==> config.mk <==
export PLATFORM = sky130hd
export DESIGN_NAME = fft4_stream
export DESIGN_NICKNAME = d
export VERILOG_FILES = /design/src/rtl/fft4_stream.sv
export SDC_FILE = /design/constraint.sdc
export NUM_CORES = 1
export LEC_CHECK = 0
export BUFFER_PORTS_ARGS = -buffer_cell sky130_fd_sc_hd__buf_2
export CORE_MARGIN = 2
export CORE_UTILIZATION = 35
export CTS_BUF_LIST = sky130_fd_sc_hd__clkbuf_16
export CTS_CLUSTER_DIAMETER = 80
export DETAILED_ROUTE_END_ITERATION = 16
export SLEW_MARGIN = 20
export SYNTH_ARGS = -nofsm -noshare
export SYNTH_HDL_FRONTEND = slang
export SYNTH_SLANG_ARGS = --single-unit
==> constraint.sdc <==
create_clock -name clk -period 4.1 [get_ports clk]
set_clock_uncertainty 0.2 [all_clocks]
set_input_delay 0.41 -clock clk [delete_from_list [all_inputs] [get_ports clk]]
set_output_delay 0.41 -clock clk [all_outputs]
set_load 0.005 [all_outputs]
==> src/rtl/fft4_stream.sv <==
// Streaming 4-point forward FFT (radix-2 DIT): load 4 samples, two registered butterfly
// stages, then stream bins k=0..3. Define FFT4_SCALE_EN to emit X[k]/4 (floor) instead of X[k].
module fft4_stream #(
   parameter int DATA_WIDTH = 8
) (
   input  logic                         clk,
   input  logic                         rst_n,
   input  logic                         in_valid,
   output logic                         in_ready,
   input  logic signed [DATA_WIDTH-1:0] in_real,
   input  logic signed [DATA_WIDTH-1:0] in_imag,
   output logic                         out_valid,
   input  logic                         out_ready,
   output logic signed [DATA_WIDTH+1:0] out_real,
   output logic signed [DATA_WIDTH+1:0] out_imag,
   output logic [1:0]                   out_index,
   output logic                         out_last
);

   localparam int W1 = DATA_WIDTH + 1;
   localparam int W2 = DATA_WIDTH + 2;

   typedef enum logic [1:0] {ST_LOAD, ST_S1, ST_S2, ST_OUT} state_e;

   state_e     state_q, state_d;
   logic [1:0] cnt_q, cnt_d;
   logic [1:0] idx_q, idx_d;

   logic signed [DATA_WIDTH-1:0] x_re_q [4];
   logic signed [DATA_WIDTH-1:0] x_im_q [4];
   // Stage-1 slots: 0=a0 (x0+x2), 1=a1 (x0-x2), 2=b0 (x1+x3), 3=b1 (x1-x3)
   logic signed [W1-1:0] s1_re_q [4], s1_re_d [4];
   logic signed [W1-1:0] s1_im_q [4], s1_im_d [4];
   logic signed [W2-1:0] s2_re_q [4], s2_re_d [4];
   logic signed [W2-1:0] s2_im_q [4], s2_im_d [4];
   logic signed [W2-1:0] full_re [4], full_im [4];

   function automatic logic signed [W1-1:0] sx1(input logic signed [DATA_WIDTH-1:0] v);
      return {v[DATA_WIDTH-1], v};
   endfunction

   function automatic logic signed [W2-1:0] sx2(input logic signed [W1-1:0] v);
      return {v[W1-1], v};
   endfunction

   // NOTE: every signal written here gets a default first, so no path can infer a latch.
   always_comb begin
      state_d = state_q;
      cnt_d   = cnt_q;
      idx_d   = idx_q;
      unique case (state_q)
         ST_LOAD: if (in_valid) begin
            cnt_d = cnt_q + 2'd1;
            if (cnt_q == 2'd3) state_d = ST_S1;
         end
         ST_S1:   state_d = ST_S2;
         ST_S2:   state_d = ST_OUT;
         ST_OUT:  if (out_ready) begin
            idx_d = idx_q + 2'd1;
            if (idx_q == 2'd3) state_d = ST_LOAD;
         end
         default: state_d = ST_LOAD;
      endcase
   end

   // NOTE: sequential state uses non-blocking assignments so every register samples pre-edge values.
   always_ff @(posedge clk or negedge rst_n) begin
      if (!rst_n) begin
         state_q <= ST_LOAD;
         cnt_q   <= '0;
         idx_q   <= '0;
      end else begin
         state_q <= state_d;
         cnt_q   <= cnt_d;
         idx_q   <= idx_d;
      end
   end

   always_comb begin
      s1_re_d[0] = sx1(x_re_q[0]) + sx1(x_re_q[2]);
      s1_im_d[0] = sx1(x_im_q[0]) + sx1(x_im_q[2]);
      s1_re_d[1] = sx1(x_re_q[0]) - sx1(x_re_q[2]);
      s1_im_d[1] = sx1(x_im_q[0]) - sx1(x_im_q[2]);
      s1_re_d[2] = sx1(x_re_q[1]) + sx1(x_re_q[3]);
      s1_im_d[2] = sx1(x_im_q[1]) + sx1(x_im_q[3]);
      s1_re_d[3] = sx1(x_re_q[1]) - sx1(x_re_q[3]);
      s1_im_d[3] = sx1(x_im_q[1]) - sx1(x_im_q[3]);

      // The W4^1 = -j twiddle on b1 is a real/imag swap with one negation.
      full_re[0] = sx2(s1_re_q[0]) + sx2(s1_re_q[2]);
      full_im[0] = sx2(s1_im_q[0]) + sx2(s1_im_q[2]);
      full_re[1] = sx2(s1_re_q[1]) + sx2(s1_im_q[3]);
      full_im[1] = sx2(s1_im_q[1]) - sx2(s1_re_q[3]);
      full_re[2] = sx2(s1_re_q[0]) - sx2(s1_re_q[2]);
      full_im[2] = sx2(s1_im_q[0]) - sx2(s1_im_q[2]);
      full_re[3] = sx2(s1_re_q[1]) - sx2(s1_im_q[3]);
      full_im[3] = sx2(s1_im_q[1]) + sx2(s1_re_q[3]);

      for (int k = 0; k < 4; k++) begin
`ifdef FFT4_SCALE_EN
         s2_re_d[k] = full_re[k] >>> 2;
         s2_im_d[k] = full_im[k] >>> 2;
`else
         s2_re_d[k] = full_re[k];
         s2_im_d[k] = full_im[k];
`endif
      end
   end

   // NOTE: the small sample/stage arrays are reset too, so outputs read zero straight after reset.
   always_ff @(posedge clk or negedge rst_n) begin
      if (!rst_n) begin
         for (int k = 0; k < 4; k++) begin
            x_re_q[k]  <= '0;
            x_im_q[k]  <= '0;
            s1_re_q[k] <= '0;
            s1_im_q[k] <= '0;
            s2_re_q[k] <= '0;
            s2_im_q[k] <= '0;
         end
      end else begin
         if (state_q == ST_LOAD && in_valid) begin
            x_re_q[cnt_q] <= in_real;
            x_im_q[cnt_q] <= in_imag;
         end
         if (state_q == ST_S1) begin
            s1_re_q <= s1_re_d;
            s1_im_q <= s1_im_d;
         end
         if (state_q == ST_S2) begin
            s2_re_q <= s2_re_d;
            s2_im_q <= s2_im_d;
         end
      end
   end

   assign in_ready  = (state_q == ST_LOAD);
   assign out_valid = (state_q == ST_OUT);
   assign out_index = idx_q;
   assign out_last  = out_valid && (idx_q == 2'd3);
   assign out_real  = s2_re_q[idx_q];
   assign out_imag  = s2_im_q[idx_q];

endmodule

# Word-level counts from Yosys, hierarchy flattened
# Cells that the tools add are included.
[totals]
ff_bits = 222
elab_cells = 81
[op_classes]
add_sub_neg = 18
order_cmp = 3
eq_ne = 9
muxes = 15
n_bitwise = 2
n_reduce_logical = 7
[op_table]
columns = ["cell", "count"]
rows = [
  ["32-bit bitwise mux", 2],
  ["9-bit by 9-bit adder with 10-bit output", 4],
  ["10-bit binary-select mux with 2-bit select", 2],
  ["10-bit 2-to-1 mux", 4],
  ["9-bit by 9-bit subtractor with 10-bit output", 4],
  ["8-bit by 8-bit adder with 9-bit output", 4],
  ["8-bit by 8-bit subtractor with 9-bit output", 4],
  ["8-bit demux with 2-bit select", 1],
  ["2-bit equality test, second input constant", 4],
  ["2-bit 2-to-1 mux", 4],
  ["8-bit 2-to-1 mux", 1],
  ["2-bit case mux with 4 select lines", 1],
  ["3-bit greater-or-equal comparator, second input constant", 2],
  ["2-bit by 1-bit != test with 1-bit output, second input constant", 3],
  ["2-bit NOT with 3-bit output", 2],
  ["2-bit by 1-bit adder with 2-bit output, second input constant", 2],
  ["2-bit AND reduction", 2],
  ["4-bit AND reduction", 1],
  ["1-bit logical AND", 3],
  ["3-bit by 1-bit less-than comparator with 1-bit output, second input constant", 1],
  ["2-bit by 1-bit equality test with 1-bit output, second input constant", 1],
  ["2-bit zero test", 1],
  ["2-bit != test, second input constant", 1],
]

# Longest topological paths before layout
[logic_depth]
depth_word = 6
mapped_depth = 9
depth_no_buf = 9

# Least setup slack after synthesis
# No wires, ideal clock.
[synth_timing]
kind = "reg2reg"
start = "reg s1_re_q[9] (netlist bit)"
end = "reg s2_re_q[38] (netlist bit)"
setup_time_ns = 0.131
arrival_time_ns = 2.081
t_required_ns = 3.769
slack_ns = 1.688
stages_incl_launch_ff = 9
path_buffers = 0
cell_sequence = "dfrtp_1 ha_1 inv_1 fa_1 or2_4 a221oi_4 nor4_2 o211a_1 or3_1"
[synth_via]
elab_chain_len = 1
[synth_rtl]
columns = ["element", "line_no", "source"]
rows = [
  ["from (decl)", "32", "logic signed [W1-1:0] s1_re_q [4], s1_re_d [4];"],
  ["from (signal assigned)", "127", "s1_re_q <= s1_re_d;"],
  ["9-bit by 9-bit adder with 10-bit output", "90", "full_re[0] = sx2(s1_re_q[0]) + sx2(s1_re_q[2]);"],
  ["to (signal assigned)", "131", "s2_re_q <= s2_re_d;"],
  ["to (decl)", "34", "logic signed [W2-1:0] s2_re_q [4], s2_re_d [4];"],
]
# Every way passes these cells.
# A chain may end at the register's enable or synchronous reset.

# Worst setup path after layout
[layout_timing]
start = "reg state_q[1]"
end = "reg s1_re_q[35] (netlist bit)"
[layout_via]
elab_chain_len = 1
[layout_rtl]
columns = ["element", "line_no", "source"]
rows = [
  ["from (decl)", "25", "state_e state_q, state_d;"],
  ["from (signal assigned)", "73", "state_q <= state_d;"],
  ["2-bit by 1-bit equality test with 1-bit output", "126", "if (state_q == ST_S1) begin"],
]
# Every way passes these cells.

==> flow_summary_export.csv <==
group,metric,value,unit
sta,tightest_slew,1065,ps
floorplanning,fp.dieArea,43150,sq um
critical_path,crit_chain,"inv_1, ha_4, inv_1, buf_4, or4_1, o221ai_1",
sta,setup_tns,0,ps
synth,synth_mux_area_share,9.827,%
detailed_routing,drc,0,
min_path,holdCritPathClass,"in2reg",
synth,async_flop_share,100.0,%
global_route,met1_usage,24.80,%
cells_and_area,final_common_cell,"dfrtp_1",
critical_path,ff2ff_setup_slack,1230,ps
detailed_routing,dr.pass1.iters,5,
critical_path,cp.arrival,3120,ps
global_route,grt_max_degree,100,
critical_path,crit_end,"s1_re_q[35]$_DFFE_PN0N_",
clock_network,htree_levels,1,
critical_path,r2r_end,"s1_re_q[35]$_DFFE_PN0N_",
critical_path,cp-start-kind,"flip-flop",
placed_design,io_buffers,44,
detailed_routing,avgViaCountPerCell,5.305,
clock_network,clock_path_buffers,3,
cells_and_area,nets,1708,
synth,netlist_area,14530,sq um
critical_path,critPathMostFrequentCell,"inv_1",
global_route,busiest_layer,"met2",
global_route,track_usage,16.77,%
floorplanning,die_w,207.7,um
floorplanning,die_y,207.7,um
synth,synthAdderAreaFrac,14.69,%
cells_and_area,n_antenna_cell,0,
cells_and_area,drive_gt1_share,14.50,%
critical_path,crit_type,"reg2reg",
sta,period_needed,2871,ps
critical_path,worstRegToRegCells,6,
clock_network,post_cts_buffers,0,
critical_path,cp_slowest_stage_delay,520,ps
outcome,status,"complete, no violations",
global_route,grt_use_met2,26.38,%
global_route,antenna_found_initial,0,
cells_and_area,syn2layout_area_growth,11.48,%
critical_path,crit_slowest_cell,"ha_4",
detailed_routing,drtAntennaViolNets,0,
global_route,grt_util_met3,1.815,%
sta,maxSlewHeadroom,29.03,%
clock_network,cts_hold_buf,17,
clock_network,cts_resized,0,
synth,synth_top_family_by_area,"compound AO/OA/AOI/OAI gates",
sta,finalHoldViolations,0,
sta,fin_crit_sh,70.02,%
critical_path,cp_num_buf_inv,3,
critical_path,worstSetupPathDepth,6,
floorplanning,start_util,35.50,%
detailed_routing,routedWlPerCell,17.59,um
clock_network,clk_pin_slew_worst_paths,60,ps
cells_and_area,final_cell_mix,"214 x dfrtp_1, 149 x inv_1, 143 x ha_1",
clock_network,cts_sinks,214,
critical_path,crit_family,"buffers and inverters",
critical_path,required,4350,ps
synth,synthFlopType,"dfrtp_1",
floorplanning,core,40920,sq um
clock_network,cts_tree,"built",
sta,maxSlewViolCount,0,
synth,synth_edf_count,0,
critical_path,r2r_start,"state_q[1]$_DFFE_PN0P_",
synth,syn-mean-instance-area,9.679,sq um
critical_path,worstSetupStartpoint,"state_q[1]$_DFFE_PN0P_",
sta,fmax,348.3,MHz
clock_network,clockRootBuffer,"clkbuf_16",
critical_path,worstPathMaxFanout,54,
critical_path,setup.worst_path.end_class,"flip-flop",
detailed_routing,vias,11020,
synth,syn_inst,1501,
floorplanning,rows,74,
synth,yosys_warnings,0,
global_route,overflow,0,
sta,setup_violations,0,
placed_design,place_congestion,0.8771,
global_route,grt_pass1_vias,10780,
floorplanning,num_io_pins,45,
detailed_routing,dr.first_iter.drc_count,757,
synth,synthDistinctLibCells,70,
sta,rsz0062_at_grt,"false",
placed_design,dp_hpwl,28060,um
synth,yosys_register_bits,214,
synth,synth.yosys.seq_area_share,36.86,%
synth,synth_xor_xnor_area_share,2.472,%
synth,synth_fp_nets,1682,
job,max_cap_violations,0,
clock_network,clock_latency,540,ps
synth,synth_compound_area_share,17.29,%
clock_network,cts_buffers,24,
detailed_routing,routed_wl,36530,um
synth,yosys.area_share.simple,12.94,%
global_route,grt_pass1_wl,59510,um
-- worst min path at each step --
stage | startpoint | endpoint | slack (ps) | cells past startpoint
after floorplan | rst_n | cnt_q[0]$_DFFE_PN0P_ | -90 | 0
after global placement | s2_re_q[30]$_DFFE_PN0P_ | s2_re_q[30]$_DFFE_PN0P_ | 260 | 2
after detailed placement | s2_re_q[5]$_DFFE_PN0P_ | s2_re_q[5]$_DFFE_PN0P_ | 270 | 2
after CTS | in_real[3] | x_re_q[11]$_DFFE_PN0P_ | 7 | 2
after global routing | in_real[3] | x_re_q[3]$_DFFE_PN0P_ | 10 | 2
final | in_real[3] | x_re_q[11]$_DFFE_PN0P_ | 10 | 2
-- flip-flops by register name, indices dropped and copies added (netlist names) --
name       flops
out_index      2
s2_re_q       38
cnt_q          2
x_im_q        32
state_q        2
s2_im_q       38
s1_re_q       34
x_re_q        32
s1_im_q       34
-- kinds of logic after synthesis --
logic type,count (synthesis)
AOI/OAI and AO/OA,375
xor gates and xnor gates,41
adders and majority gates,161
buffers and inverters,220
DFF,214
muxes,109
and+or+nand+nor,381
-- layer usage --
layer  vias to the layer above  wire, um
met2                       180     16250
met1                      5418     18480
met3                        39      1193
met5                         -         0
li1                       5381         -
met4                         0       602
-- metrics by stage --
stage          utilization [%]  instances  hold slack, ps  worst slack (ps)  instance area [sq um]
6_report                 39.57       2077           10.00              1229                  16200
5_1_grt                  39.57       2077           14.20              1055                  16200
4_1_cts                  39.57       2077           7.070              1237                  16200
3_5_place_dp             37.22       2016           266.0              1251                  15230
3_3_place_gp             37.22       2016           260.8              1342                  15230
2_1_floorplan                -       1501          -85.59              1688                  14530
-- worst register-to-register path, delay by kind of cell (launching register included) --
family                   cells  cell delay (ps)
adder cells (fa/ha/maj)      1              520
buffers and inverters        3             1030
flip-flops                   1              420
AND/OR/NAND/NOR              1              420
AO/OA/AOI/OAI                1              190
-- synth_stat cells, types with 19 or more instances --
cell,n,share of area (%)
a21oi_1,97,3.3
a31oi_1,19,0.82
clkbuf_1,46,1.2
dfrtp_1,214,37
ha_1,145,12
inv_1,147,3.8
mux2_2,89,6.9
nand2_1,47,1.2
nand2b_1,30,1.3
nand3_1,50,1.7
nor2_1,122,3.2
nor3_1,44,1.5
o211ai_1,25,1.3
o21a_1,27,1.4
o21ai_0,60,2.1
or3_1,20,0.86
xnor2_1,41,2.5
-- final cells by class --
cell class                      instances  area [sq um]
Fill cell                            4033         24730
Multi-Input combinational cell       1067          8338
Sequential cell                       214          5355
Tap cell                              532         665.6
Clock buffer                           25         625.6
Inverter                              147         551.8
Timing Repair Buffer                   73         490.5
Clock inverter                         19         168.9
Power is not shown: default switching activity piles up to over one toggle a cycle in this logic, so the estimate is an artifact.
